[src/rtl/reg_arbiter.sv]
// Round-robin two-port arbiter in front of the single-ported SD host register set.
// Serves port H or S one at a time through a req/ack handshake with timeout.
module reg_arbiter #(
  parameter int DATA_WIDTH = 16,
  parameter int ADDR_WIDTH = 16,
  parameter int TIMEOUT    = 15
) (
  input  logic                  clk,
  input  logic                  reset,
  input  logic                  h_req,
  input  logic                  h_wnr,
  input  logic [ADDR_WIDTH-1:0] h_address,
  input  logic [DATA_WIDTH-1:0] h_data_in,
  output logic                  h_ack,
  output logic                  h_err,
  output logic [DATA_WIDTH-1:0] h_data_out,
  input  logic                  s_req,
  input  logic                  s_wnr,
  input  logic [ADDR_WIDTH-1:0] s_address,
  input  logic [DATA_WIDTH-1:0] s_data_in,
  output logic                  s_ack,
  output logic                  s_err,
  output logic [DATA_WIDTH-1:0] s_data_out,
  output logic                  mem_req,
  output logic                  mem_wnr,
  output logic [ADDR_WIDTH-1:0] mem_address,
  output logic [DATA_WIDTH-1:0] mem_data_in,
  input  logic                  mem_ack,
  input  logic [DATA_WIDTH-1:0] mem_data_out,
  output logic                  busy,
  output logic                  grant
);

  typedef enum logic [1:0] {
    IDLE,
    ISSUE,
    DONE
  } state_t;

  state_t state_q, state_d;

  logic grant_q, grant_d;
  logic last_q, last_d;
  logic wnr_q, wnr_d;
  logic err_q, err_d;
  logic pick;
  logic [ADDR_WIDTH-1:0] addr_q, addr_d;
  logic [DATA_WIDTH-1:0] wdata_q, wdata_d;
  logic [DATA_WIDTH-1:0] rdata_q, rdata_d;
  logic [7:0] cnt_q, cnt_d;

  always_ff @(posedge clk or negedge reset) begin
    if (!reset) begin
      state_q <= IDLE;
      grant_q <= 1'b0;
      last_q  <= 1'b1;
      wnr_q   <= 1'b0;
      err_q   <= 1'b0;
      addr_q  <= '0;
      wdata_q <= '0;
      rdata_q <= '0;
      cnt_q   <= '0;
    end else begin
      state_q <= state_d;
      grant_q <= grant_d;
      last_q  <= last_d;
      wnr_q   <= wnr_d;
      err_q   <= err_d;
      addr_q  <= addr_d;
      wdata_q <= wdata_d;
      rdata_q <= rdata_d;
      cnt_q   <= cnt_d;
    end
  end

  // On a tie the port not served last wins.
  assign pick = (h_req && s_req) ? ~last_q : s_req;

  always_comb begin
    state_d = state_q;
    grant_d = grant_q;
    last_d  = last_q;
    wnr_d   = wnr_q;
    err_d   = err_q;
    addr_d  = addr_q;
    wdata_d = wdata_q;
    rdata_d = rdata_q;
    cnt_d   = cnt_q;
    unique case (state_q)
      IDLE: begin
        if (h_req || s_req) begin
          grant_d = pick;
          wnr_d   = pick ? s_wnr : h_wnr;
          addr_d  = pick ? s_address : h_address;
          wdata_d = pick ? s_data_in : h_data_in;
          cnt_d   = '0;
          state_d = ISSUE;
        end
      end
      ISSUE: begin
        if (mem_ack) begin
          rdata_d = wnr_q ? '0 : mem_data_out;
          err_d   = 1'b0;
          state_d = DONE;
        end else if (cnt_q == 8'(TIMEOUT)) begin
          rdata_d = '0;
          err_d   = 1'b1;
          state_d = DONE;
        end else if (cnt_q != 8'hFF) begin
          cnt_d = cnt_q + 8'd1;
        end
      end
      DONE: begin
        last_d  = grant_q;
        state_d = IDLE;
      end
      default: state_d = IDLE;
    endcase
  end

  assign h_ack       = (state_q == DONE) && !grant_q;
  assign s_ack       = (state_q == DONE) && grant_q;
  assign h_err       = h_ack && err_q;
  assign s_err       = s_ack && err_q;
  assign h_data_out  = h_ack ? rdata_q : '0;
  assign s_data_out  = s_ack ? rdata_q : '0;
  assign mem_req     = (state_q == ISSUE);
  assign mem_wnr     = wnr_q;
  assign mem_address = addr_q;
  assign mem_data_in = wdata_q;
  assign busy        = (state_q != IDLE);
  assign grant       = grant_q;

endmodule
[config.mk]
export PLATFORM = sky130hd
export DESIGN_NAME = reg_arbiter
export DESIGN_NICKNAME = d
export VERILOG_FILES = /design/src/rtl/reg_arbiter.sv
export SDC_FILE = /design/constraint.sdc
export NUM_CORES = 1
export LEC_CHECK = 0
export ABC_CLOCK_PERIOD_IN_PS = 2100
export CORE_MARGIN = 5
export CORE_UTILIZATION = 40
export CTS_CLUSTER_DIAMETER = 30
export DETAILED_ROUTE_END_ITERATION = 6
export PLACE_DENSITY = 0.83
export SLEW_MARGIN = 20
export SYNTH_ARGS = -nofsm -noshare
export SYNTH_HDL_FRONTEND = slang
export SYNTH_SLANG_ARGS = --single-unit
[constraint.sdc]
create_clock -name clk -period 2.1 [get_ports clk]
set_clock_uncertainty 0.05 [all_clocks]
set_input_delay 0.21 -clock clk [delete_from_list [all_inputs] [get_ports clk]]
set_output_delay 0.21 -clock clk [all_outputs]
set_load 0.02 [all_outputs]
==> results.md <==
* Critical Path Fanout Max at 13
* Root Driver: clkbuf_8
* # diodes at 0
* Die Y at ~97 um
* Clock buffer depth at 2
* CP Capture Type: output pin
* Fin crit period at 2030 ps
* Largest net degree at the start of global routing at between 40 and 50
* Avg Cell Area, Syn at 10.3 um2
* Vias in the first global route at around 2800
* Gr ovfl total at 0
* Top Ports at ~160
* Post-synthesis cell count at 294
* Setup tns final at 0 ps
* CTS tree: built
* Max_cap viols at 0
* Post-route cell area at about 4900 um2
* Clock slew at reported path FFs at approximately 70 ps
* Crit path DAT at 1770 ps
* Worst setup SP type: flip-flop
* FILL cells at between 500 and 600
* Synth async-reset ratio at 100%
* Routed Antenna Nets at 0
* Post-synth EDFFs at 0
* Placed Area at approximately 4800 um2
* CP max stage cell: clkdlybuf4s50_1
* Max_slew headroom at 60.9%
* Outcome: completed
* IO Port Bufs at 158
* Setup Fix Bufs, Post-CTS at 0
* Slowest Stage Delay on Critical Path at 660 ps
* Detailed placer's ending HPWL at 6700 um
* FF/Latch Area at 1550 um2
* PD cells at about 1200 nW/um2
* DIE AREA at roughly 9400 um2
* Initial DRC Count at 80
* Worst hold path type: in2async
* Worst slew pin tran at 586 ps
* Die X at between 90 and 100 um
* Final worst-path cycle share at between 90 and 100%
* Ys flop type: dfrtp_1
* Vias at 2734
* Share of cells above drive strength 1 at about 7.8%
* RSZ-0062 raised after global routing: no
* Post-synthesis sequential area ratio at 51.1%
* GPL Wtd Cong at ~0.93
* Post-Syn Nets at ~380
* Detailed Routing Iterations Pass 1 at 4
* Setup violators final at 0
* Clock latency on the worst-skew pair at ~330 ps
* Worst slack, placed at 196 ps
* CTS Buf Count at 9
* WS Path Type: reg2out
* Initial antenna violation count at 0
* Layout Nets at 545
* WP data required at ~1800 ps
* DRC at 0
* Wire length per cell at between 15 and 20 um
* Total GRT Usage at 17.9%
* H-tree Lvls at 3
* Max Freq at between 400 and 500 MHz
* Synth warn at 0
* #FFs+latches synth at 62
* Syn Std Cell Area at about 3000 um2
* Sink Count at 62
* Crit-path cells: and2b_2 > clkdlybuf4s50_1
* Via density per instance at 4.88
* Final WL at around 8400 um
* VDD IR max at 0.640 mV
* Final Worst Setup Slack at ~69 ps
* Row cnt at 31
* Netlist cell types at 39
* Final hold vios at 0
* Starting density of the core at roughly two fifths
* Slew Viols, Final at 0
* Core ar. at about 7300 um2
* Multi-input combinational cell area at between 1000 and 1500 um2
* First-pass GRT wire length at approximately 14000 um
* Area grow syn2layout at 62.1%
* Leakage dissipation at approximately 2.4 nW
[worst max-delay path: cells and delay by family, from the launching register on]
| family | cells | cell delay (ps) |
|---|---|---|
| and+or+nand+nor | 1 | 400 |
| DFF | 1 | 390 |
| buffers and inverters | 1 | 660 |
[synth_stat cells, drive strengths merged, types with 3 or more instances]
| master | number | area, um2 |
|---|---|---|
| clkbuf | 12 | 55.1 |
| nand4 | 4 | 25.0 |
| a21o | 3 | 22.5 |
| nand2 | 40 | 150 |
| buf | 7 | 56.3 |
| and2 | 34 | 213 |
| mux2i | 34 | 340 |
| o21ai | 40 | 211 |
| a21oi | 8 | 40.0 |
| nor2 | 7 | 33.8 |
| a22o | 17 | 149 |
| nand3 | 4 | 20.0 |
| dfrtp | 61 | 1530 |
[stage by stage]
| step | std cells | hold WS (ps) | utilization [%] | power (W) |
|---|---|---|---|---|
| 6_report | 560 | 372 | 67.2 | 0.00579 |
| 5_1_grt | 560 | 400 | 67.2 | 0.00618 |
| 4_1_cts | 560 | 386 | 67.1 | 0.00585 |
| 3_5_place_dp | 544 | 195 | 64.8 | 0.00478 |
| 3_3_place_gp | 544 | 188 | 64.8 | 0.00470 |
| 2_1_floorplan | 294 | -136 | - | 0.00348 |
[per-layer routing]
layer	GRT usage, %	vias to the layer above	part of all wire [%]	wire length (um)
li1	-	1356	-	-
met1	19.6	1261	39	3310
met2	31.5	107	51	4340
met3	7.04	10	8.2	691
met4	6.16	0	1.2	98
met5	0	-	0	0
[timing repair]
item | 4_1_cts | 5_1_grt
cloned | 0 | 0
resized for setup | 35 | 1
endpoints found under the setup margin | 35 | 1
hold buffers | 1 | 0
hold endpoints to repair | 21 | 0
[registers in the layout (all words and copies together), names as in the netlist]
register,cells
last_q,1
mem_address,16
mem_wnr,1
rdata_q,16
err_q,1
cnt_q,8
grant,1
state_q,2
mem_data_in,16
[layout by cell type, fill, tap and decap left out, drive strengths merged, types with 7 or more instances in the layout]
cell | synthesis | layout
buf | 7 | 13
nand2 | 40 | 40
and2 | 34 | 34
nor2 | 7 | 7
a22o | 17 | 17
a21oi | 8 | 8
o21ai | 40 | 40
dlygate4sd2 | 0 | 35
dfrtp | 61 | 61
clkdlybuf4s50 | 0 | 121
clkbuf | 12 | 10
mux2i | 34 | 34
[report_power, final]
group          switching (W)  internal (W)  leakage (nW)
registers           0.000327       0.00172         0.782
clock network       0.000435      0.000656         0.106
logic                0.00138       0.00127          1.47
total                0.00215       0.00364          2.36
[worst paths after layout]
check / depth (start not counted) / start / slack, ps / endpoint
min in group clk: 2 / mem_data_out[15] / 430 / rdata_q[15]
max in group asynchronous: 3 / reset / 1060 / mem_address[14]
max reg2reg: 4 / cnt_q[5] / 290 / rdata_q[10]
min: 2 / reset / 370 / cnt_q[3]
min reg2reg: 2 / mem_address[1] / 430 / mem_address[1]
max: 2 / state_q[1] / 70 / mem_req
[final cells by class]
type | count | area share (%)
clock buffer | 10 | 2.59
timing repair buffer | 171 | 33.7
multi-input combinational | 211 | 28.0
tap | 99 | 2.52
sequential | 62 | 31.5
inverter | 2 | 0.152
clock inverter | 5 | 1.52
[cell families after synthesis]
| logic type | synth area share [%] |
|---|---|
| adders and majority gates | 0.412 |
| and+or+nand+nor | 17.1 |
| buffers and inverters | 3.91 |
| muxes | 11.2 |
| xor gates and xnor gates | 0.288 |
| DFF | 51.1 |
| AOI/OAI and AO/OA | 16.0 |
Note: power is estimated with default switching activity, not from simulation.
